## src/rtl/boundary_scan_register_if.sv

```systemverilog
// rtl/boundary_scan_register_if.sv - TAP-side control and scan signals of the boundary-scan register
interface boundary_scan_register_if;
  logic TDI;
  logic CaptureDR;
  logic ShiftDR;
  logic UpdateDR;
  logic Mode;
  logic TDO;
  logic length_err;

  modport master (
    output TDI, CaptureDR, ShiftDR, UpdateDR, Mode,
    input  TDO, length_err
  );

  modport slave (
    input  TDI, CaptureDR, ShiftDR, UpdateDR, Mode,
    output TDO, length_err
  );
endinterface

```

## src/rtl/boundary_scan_register.sv

```systemverilog
// rtl/boundary_scan_register.sv - N data cells plus one OE control cell with shift and update stages
// Optional shift-length checking on update is enabled by defining BSR_LENGTH_CHECK_EN.
module boundary_scan_register #(
  parameter int   N        = 16,
  parameter logic RESET_OE = 1'b0
) (
  input  logic                          TCK,
  input  logic                          TRST,
  boundary_scan_register_if.slave       tap,
  input  logic [N-1:0]                  module_pin_data,
  input  logic                          module_pin_oe,
  output logic [N-1:0]                  sys_pin_data,
  output logic                          sys_pin_oe
);

  logic [N:0] sh;
  logic [N:0] upd;
  logic       update_ok;

  always_ff @(posedge TCK) begin
    if (!TRST) begin
      sh  <= '0;
      upd <= {RESET_OE, {N{1'b0}}};
    end else begin
      if (tap.CaptureDR)
        sh <= {module_pin_oe, module_pin_data};
      else if (tap.ShiftDR)
        sh <= {sh[N-1:0], tap.TDI};
      // upd takes the pre-edge sh, so a same-cycle capture or shift does not leak in
      if (tap.UpdateDR && update_ok)
        upd <= sh;
    end
  end

`ifdef BSR_LENGTH_CHECK_EN
  localparam int CW = $clog2(N + 3);

  logic [CW-1:0] shift_cnt;
  logic          err;

  // only an exact N+1-bit scan is a well-formed load; the count saturates so long scans stay wrong
  assign update_ok = (shift_cnt == CW'(N + 1));

  always_ff @(posedge TCK) begin
    if (!TRST) begin
      shift_cnt <= '0;
      err       <= 1'b0;
    end else begin
      if (tap.CaptureDR)
        shift_cnt <= '0;
      else if (tap.ShiftDR && (shift_cnt != CW'(N + 2)))
        shift_cnt <= shift_cnt + CW'(1);
      if (tap.UpdateDR)
        err <= !update_ok;
    end
  end

  assign tap.length_err = err;
`else
  assign update_ok      = 1'b1;
  assign tap.length_err = 1'b0;
`endif

  assign tap.TDO      = sh[N];
  assign sys_pin_data = tap.Mode ? upd[N-1:0] : module_pin_data;
  assign sys_pin_oe   = tap.Mode ? upd[N]     : module_pin_oe;

endmodule

```

## src/flat_wrapper.sv

```systemverilog
// flat-port wrapper written by rule: the top's interface ports become plain ports
module boundary_scan_register_flat 
#(
  parameter int   N        = 16,
  parameter logic RESET_OE = 1'b0
)
  (TCK, TRST, module_pin_data, module_pin_oe, sys_pin_data, sys_pin_oe, tap_TDI, tap_CaptureDR, tap_ShiftDR, tap_UpdateDR, tap_Mode, tap_TDO, tap_length_err);
  boundary_scan_register_if tap_i ();
  input  logic TCK;
  input  logic TRST;
  input  logic [N-1:0] module_pin_data;
  input  logic module_pin_oe;
  output logic [N-1:0] sys_pin_data;
  output logic sys_pin_oe;
  input wire logic [$bits(tap_i.TDI)-1:0] tap_TDI;
  input wire logic [$bits(tap_i.CaptureDR)-1:0] tap_CaptureDR;
  input wire logic [$bits(tap_i.ShiftDR)-1:0] tap_ShiftDR;
  input wire logic [$bits(tap_i.UpdateDR)-1:0] tap_UpdateDR;
  input wire logic [$bits(tap_i.Mode)-1:0] tap_Mode;
  output wire logic [$bits(tap_i.TDO)-1:0] tap_TDO;
  output wire logic [$bits(tap_i.length_err)-1:0] tap_length_err;
  assign tap_i.TDI = tap_TDI;
  assign tap_i.CaptureDR = tap_CaptureDR;
  assign tap_i.ShiftDR = tap_ShiftDR;
  assign tap_i.UpdateDR = tap_UpdateDR;
  assign tap_i.Mode = tap_Mode;
  assign tap_TDO = tap_i.TDO;
  assign tap_length_err = tap_i.length_err;
  boundary_scan_register #(.N(N), .RESET_OE(RESET_OE)) u_core (.TCK(TCK), .TRST(TRST), .tap(tap_i), .module_pin_data(module_pin_data), .module_pin_oe(module_pin_oe), .sys_pin_data(sys_pin_data), .sys_pin_oe(sys_pin_oe));
endmodule
```

## config.mk

```make
export PLATFORM = sky130hd
export DESIGN_NAME = boundary_scan_register_flat
export DESIGN_NICKNAME = d
export VERILOG_FILES = /design/src/rtl/boundary_scan_register_if.sv /design/src/rtl/boundary_scan_register.sv /design/src/flat_wrapper.sv
export SDC_FILE = /design/constraint.sdc
export NUM_CORES = 1
export LEC_CHECK = 0
export CAP_MARGIN = 10
export CORE_MARGIN = 1.5
export CORE_UTILIZATION = 42
export DETAILED_ROUTE_END_ITERATION = 8
export PLACE_DENSITY = 0.7
export SLEW_MARGIN = 10
export SYNTH_ARGS = -nofsm -noshare
export SYNTH_HDL_FRONTEND = slang
export SYNTH_SLANG_ARGS = --single-unit
```

## constraint.sdc

```tcl
create_clock -name TCK -period 4.4 [get_ports TCK]
set_input_delay 1.1 -clock TCK [delete_from_list [all_inputs] [get_ports TCK]]
set_output_delay 1.1 -clock TCK [all_outputs]
set_load 0.02 [all_outputs]
```

==> summary.md, run 1 <==
| Metric | Value |
|---|---|
| DP Cell Count | 230 |
| CTS buffer count | 5 |
| Iter 0 DRT Violations | 23 |
| Total congestion overflow | 0 |
| TNS Setup | 0 ps |
| Finish-stage setup viols | 0 |
| Share of cells above drive strength 1 | 0.2340 |
| CTS hold repair buffers | 0 |
| WHS | slightly above 500 ps |
| First-pass GRT wire length | approximately 5500 µm |
| RSZ-0062 raised after global routing | false |
| Post-synth EDFFs | 0 |
| Largest net degree at the start of global routing | 35 |
| Reg area | slightly below 700 µm² |
| VDD IR-drop max | roughly 0.00017 V |
| Die H | 67.61 µm |
| Synth area leader | dfxtp_1 |
| Diode count | 0 |
| Reg-to-Reg End | u_core.sh[8] |
| Final worst-path cycle share | 0.8722 |
| Yosys Warn Count | 0 |
| Fmax | around 0.26 GHz |
| PwrDens | approximately 330 mW/mm² |
| Detail Route Antenna Nets | 0 |
| Leak | 0.001055 µW |
| Total GRT Usage | 0.1629 |
| Die X | 67.61 µm |
| FF-to-FF path depth | 2 |
| # rows | 23 |
| Fillers | around 360 |
| Post-CTS Resized | 0 |
| Yosys top cell area share | 0.3883 |
| P&R area growth vs syn | 29.05% |
| Count leader, synth | dfxtp_1 |
| Longest Clk Path Bufs | 2 |
| CTS tree | done |
| Post-Layout Cell Count | roughly 240 |
| DRC viols | 0 |
| Post-layout net count | roughly 210 |
| Final GP Congestion | around 0.71 |
| Data required, critical path | roughly 3300 ps |
| I/O Pins | 43 |
| Rel. slew slack | 0.2543 |
| Avg Cell Area, Syn | between 10 and 15 µm² |
| Hold endpoint | u_core.upd[6] |
| Total of max-cap violations | 0 |
| Slowest CP cell | clkdlybuf4s50_1 |
| Die ar. | about 0.0046 mm² |
| Post-synthesis register bit count | 34 |
| Number of global-route vias before repair | ~1200 |
| Post-synth ARST share | 0 |
| CTS clock-pin slew for the worst setup and hold paths | 70 ps |
| Kind of critical path | primary input to primary output |
| DRT Pass-1 Iters | 4 |
| Routed vias | 1208 |
| Critical-path cell list | clkdlybuf4s50_1 > buf_4 > mux2_2 > clkdlybuf4s50_1 |
| Area of the core | between 0.004 and 0.005 mm² |
| Hold path start | u_core.upd[6] |
| Post-synthesis cell count | 150 |
| Clock Skew | around 2.5 ps |
| Seq/Total Area, Yosys | 0.3883 |
| Synthesized area | 0.001753 mm² |
| Dominant synthesized flop cell | dfxtp_1 |
| Area used by multi-input combinational logic | ~980 µm² |
| CP max stage delay | approximately 540 ps |
| Worst setup SP type | primary input |
| Crit path DAT | about 2700 ps |
| Vias per Instance | between 5 and 6 |
| Tightest Pin Transition | approximately 1100 ps |
| Post-Route WL | 3413 µm |
| Clock Sinks | 34 |
| Synth cell types | 14 |
| Post-CTS Repair Setup Buffers | 0 |
| Buffers on Ports | 41 |
| Slew Viols, Final | 0 |
| Area contributors post-synth | dfxtp_1 39%, mux2_2 15%, mux2i_1 9.7% |
| Power consumption | 753.7 µW |
| Final min period | ~3800 ps |
| CP max FO | 17 |
| Detailed placement HPWL | ~2200 µm |
| Worst-Skew Late Latency | approximately 280 ps |
| Result of the run | completed |
| Reg2Reg Setup Slack | between 3000 and 4000 ps |
| Worst reg2reg startpoint | u_core.sh[8] |
| Most frequent CP cell | clkdlybuf4s50_1 |
| Initial antenna violation count | 0 |
| Starting Density | 0.4382 |
| Avg WL per Cell | roughly 14 µm |
| Mapped Nets | about 170 |
| Critical Path Sink Type | primary output |
| Clk root buf | clkbuf_8 |
| Hold WC Path Type | register to register |
| Post-synth top cells | 34 x dfxtp_1, 24 x mux2_2, 17 x mux2i_1, 17 x nor2b_1, 17 x o211a_1 |
| H-Tree Depth | 2 |
| Final hold vios | 0 |
| Cell count of the worst hold path | 2 |
-- cell usage in the layout, fill, tap and decap left out --
cell	Yosys	layout
buf_4	3	2
o211a_1	17	17
or2b_1	5	5
mux2_4	10	10
mux2i_1	17	17
clkdlybuf4s50_1	0	41
mux2_2	24	24
conb_1	1	1
nor2b_1	17	17
dfxtp_1	34	34
nand2b_1	12	12
clkbuf_8	0	8
-- where the power goes --
part | leakage [µW] | switching (µW) | internal (µW)
Combinational | 0.000717 | 59.4 | 90.4
Clock | 0.0000575 | 107 | 158
Sequential | 0.000280 | 12.0 | 327
Total | 0.00105 | 179 | 575
-- worst max-delay path: cells and delay by family --
kind / cells / cell delay, ps
buffers and inverters: 3 / 1250
multiplexers: 1 / 380
-- state kept, by name, summed over array words and instances, names as in the netlist --
register	flops
u_core.sh	17
u_core.upd	17
-- cell families after synthesis --
| kind of cell | count (synthesis) | share of synthesized area |
|---|---|---|
| AOI/OAI and AO/OA | 17 | 0.09707 |
| buffers and inverters | 13 | 0.05068 |
| DFF | 34 | 0.3883 |
| muxes | 51 | 0.3369 |
| other | 1 | 0.002139 |
| and+or+nand+nor | 34 | 0.1249 |
-- per-stage QoR --
stage | utilization | instance area [µm²] | worst slack, ps
4_1_cts | 0.5655 | 2262 | 551.2
3_5_place_dp | 0.5380 | 2152 | 551.2
6_report | 0.5655 | 2262 | 562.5
3_3_place_gp | 0.5380 | 2152 | 559.3
5_1_grt | 0.5655 | 2262 | 505.5
2_1_floorplan | - | 1753 | 1408
-- worst max-delay path by stage --
| stage | depth (start not counted) | to | start | slack [ps] |
|---|---|---|---|---|
| global placement | 4 | sys_pin_data[7] | tap_Mode | 560 |
| finish | 4 | sys_pin_data[7] | tap_Mode | 560 |
| detailed placement | 4 | sys_pin_data[7] | tap_Mode | 550 |
| global route | 4 | sys_pin_data[3] | tap_Mode | 510 |
| floorplan | 3 | sys_pin_data[10] | tap_Mode | 1410 |
| CTS | 4 | sys_pin_data[7] | tap_Mode | 550 |
-- cell type report --
type,count,share of cell area
Clock buffer,8,0.04867
Multi-Input combinational cell,103,0.4347
Sequential cell,34,0.3009
Tap cell,50,0.02765
Timing Repair Buffer,43,0.1881
-- per-layer routing --
metal	vias to the layer above	share of wire	global-route usage
met1	575	0.45	0.1941
met2	29	0.50	0.2745
li1	600	-	-
met5	-	0	0
met3	4	0.045	0.04333
met4	0	0.0076	0.06888
(Power assumes the default switching activity.)
==> run 2, diff against run 1 <==
--- a/config.mk
+++ b/config.mk
@@ -6,10 +6,13 @@
 export NUM_CORES = 1
 export LEC_CHECK = 0
 export CAP_MARGIN = 10
+export CELL_PAD_IN_SITES_DETAIL_PLACEMENT = 1
+export CELL_PAD_IN_SITES_GLOBAL_PLACEMENT = 1
 export CORE_MARGIN = 1.5
-export CORE_UTILIZATION = 42
+export CORE_UTILIZATION = 41
 export DETAILED_ROUTE_END_ITERATION = 8
-export PLACE_DENSITY = 0.7
+export HOLD_SLACK_MARGIN = 0.12
+export PLACE_DENSITY_LB_ADDON = 0.1
 export SLEW_MARGIN = 10
 export SYNTH_ARGS = -nofsm -noshare
 export SYNTH_HDL_FRONTEND = slang
==> summary.md, run 2 (synthesized netlist as in run 1, its figures left out) <==
| Metric | Value |
|---|---|
| Result of the run | completed (unchanged) |
| CTS clock-pin slew for the worst setup and hold paths | 70 ps (about the same) |
| Detailed placement HPWL | 2524 µm (was 2225 µm) |
| Data required, critical path | 3300 ps (about the same) |
| Fmax | 0.2610 GHz (was 0.2606 GHz) |
| VDD IR-drop max | 0.0001620 V (was 0.0001718 V) |
| Commonest cells after routing, fill and taps aside | 41 x clkdlybuf4s50_1, 34 x dfxtp_1, 24 x mux2_2 (unchanged) |
| Total of max-cap violations | 0 (unchanged) |
| Initial antenna violation count | 0 (unchanged) |
| Number of global-route vias before repair | 1322 (was 1201) |
| Post-CTS Repair Setup Buffers | 0 (unchanged) |
| Detail Route Antenna Nets | 0 (unchanged) |
| M1 wire length | 1694 µm (was 1536 µm) |
| # rows | 23 (unchanged) |
| Worst-Skew Late Latency | 280 ps (about the same) |
| Clock Skew | 1.628 ps (was 2.473 ps) |
| TNS Setup | 0 ps (unchanged) |
| Most common cell after layout, fill and taps aside | clkdlybuf4s50_1 (unchanged) |
| Final hold vios | 0 (unchanged) |
| Die H | 68.39 µm (was 67.61 µm) |
| Starting Density | 0.4320 (was 0.4382) |
| Final min period | 3832 ps (was 3838 ps) |
| First-pass GRT wire length | 6272 µm (was 5547 µm) |
| Worst setup SP type | primary input (unchanged) |
| Crit path DAT | 2730 ps (was 2740 ps) |
| Largest registers | u_core.sh x17, u_core.upd x17 (unchanged) |
| P&R area growth vs syn | 27.55% (was 29.05%) |
| Total congestion overflow | 0 (unchanged) |
| Fillers | 445 (was 355) |
| Leak | 0.001041 µW (was 0.001055 µW) |
| Slew Viols, Final | 0 (unchanged) |
| Die X | 68.39 µm (was 67.61 µm) |
| Tightest Pin Transition | 1190 ps (was 1115 ps) |
| CTS hold repair buffers | 0 (unchanged) |
| Pre-CTS setup slack | 553.0 ps (was 551.2 ps) |
| Iter 0 DRT Violations | 63 (was 23) |
| Met3 WL post-DR | 155 µm (was 154 µm) |
| Rel. slew slack | 0.2039 (was 0.2543) |
| Buffers on Ports | 41 (unchanged) |
| Routed vias | 1213 (was 1208) |
| Largest net degree at the start of global routing | 35 (unchanged) |
| Avg WL per Cell | 15.97 µm (was 14.34 µm) |
| DRC viols | 0 (unchanged) |
| Post-layout worst setup margin | 567.9 ps (was 562.5 ps) |
| Final GP Congestion | 0.7485 (was 0.7109) |
| PwrDens | 325.2 mW/mm² (was 333.2 mW/mm²) |
| CTS tree | done (unchanged) |
| WL met2 | 1871 µm (was 1696 µm) |
| Longest Clk Path Bufs | 2 (unchanged) |
| Hold WC Path Type | register to register (unchanged) |
| H-Tree Depth | 2 (unchanged) |
| Top layer reached by signal wires | met4 (unchanged) |
| Final worst-path cycle share | 0.8709 (was 0.8722) |
| CP max FO | 17 (unchanged) |
| Share of cells above drive strength 1 | 0.2246 (was 0.2340) |
| Post-CTS Resized | 0 (unchanged) |
| Critical Path Sink Type | primary output (unchanged) |
| Clock Sinks | 34 (unchanged) |
| CTS buffer count | 5 (unchanged) |
| DRT Pass-1 Iters | 3 (was 4) |
| Post-layout net count | 210 (was 211) |
| Area of the core | 0.004058 mm² (was 0.004000 mm²) |
| I/O Pins | 43 (unchanged) |
| Kind of critical path | primary input to primary output (unchanged) |
| Post-Route WL | 3785 µm (was 3413 µm) |
| Total GRT Usage | 0.1852 (was 0.1629) |
| Clk root buf | clkbuf_8 (unchanged) |
| Die ar. | 0.004677 mm² (was 0.004570 mm²) |
| Vias per Instance | 5.118 (was 5.076) |
| Finish-stage setup viols | 0 (unchanged) |
| Diode count | 0 (unchanged) |
| RSZ-0062 raised after global routing | false (unchanged) |
-- run 2: final cells by class --
| class | instances | area, µm² | share of cell area |
|---|---|---|---|
| multi-input combinational | 103 | 983.4 | 0.4398 |
| tap | 50 | 62.56 | 0.02798 |
| sequential | 34 | 680.7 | 0.3044 |
| clock buffer | 7 | 86.33 | 0.03861 |
| timing repair buffer | 42 | 417.9 | 0.1869 |
| clock inverter | 1 | 5.005 | 0.002238 |
-- run 2: worst max-delay path, cell delays in order --
cell and delay [ps]:
clkdlybuf4s50_1 450, buf_4 260, mux2_2 370, clkdlybuf4s50_1 550
-- run 2: layer usage --
metal	GRT usage	up-vias
li1	-	600
met5	0	-
met2	0.3125	26
met1	0.2169	581
met3	0.05592	6
met4	0.07500	0
-- run 2: power by group --
part / switching [µW] / total [µW] / internal (µW) / leakage [µW]
combinational: 60.6 / 151 / 90.0 / 0.000712
clock: 111 / 237 / 126 / 0.0000482
sequential: 12.7 / 339 / 327 / 0.000280
-- run 2: worst paths after layout --
kind                            slack [ps]  cells after the start          start               to
worst min register to register         520                      2  u_core.upd[7]    u_core.upd[7]
worst min-delay path                   520                      2  u_core.upd[7]    u_core.upd[7]
worst max register to register        3460                      2   u_core.sh[8]     u_core.sh[8]
worst max-delay path                   570                      4       tap_Mode  sys_pin_data[8]
-- run 2: metrics by stage --
stage	cells	hold slack, ps	area, µm²	utilization	total power (µW)
2_1_floorplan	150	476.6	1753	-	440.2
3_3_place_gp	229	491.8	2145	0.5285	492.8
3_5_place_dp	229	503.9	2145	0.5285	498.8
4_1_cts	237	524.3	2236	0.5510	739.6
5_1_grt	237	559.3	2236	0.5510	767.3
6_report	237	516.0	2236	0.5510	727.1
==> run 3, diff against run 2 <==
--- a/config.mk
+++ b/config.mk
@@ -5,7 +5,6 @@
 export SDC_FILE = /design/constraint.sdc
 export NUM_CORES = 1
 export LEC_CHECK = 0
-export CAP_MARGIN = 10
 export CELL_PAD_IN_SITES_DETAIL_PLACEMENT = 1
 export CELL_PAD_IN_SITES_GLOBAL_PLACEMENT = 1
 export CORE_MARGIN = 1.5
==> results of run 3 <==
Final layout, timing and power as in run 2 (identical DEF).
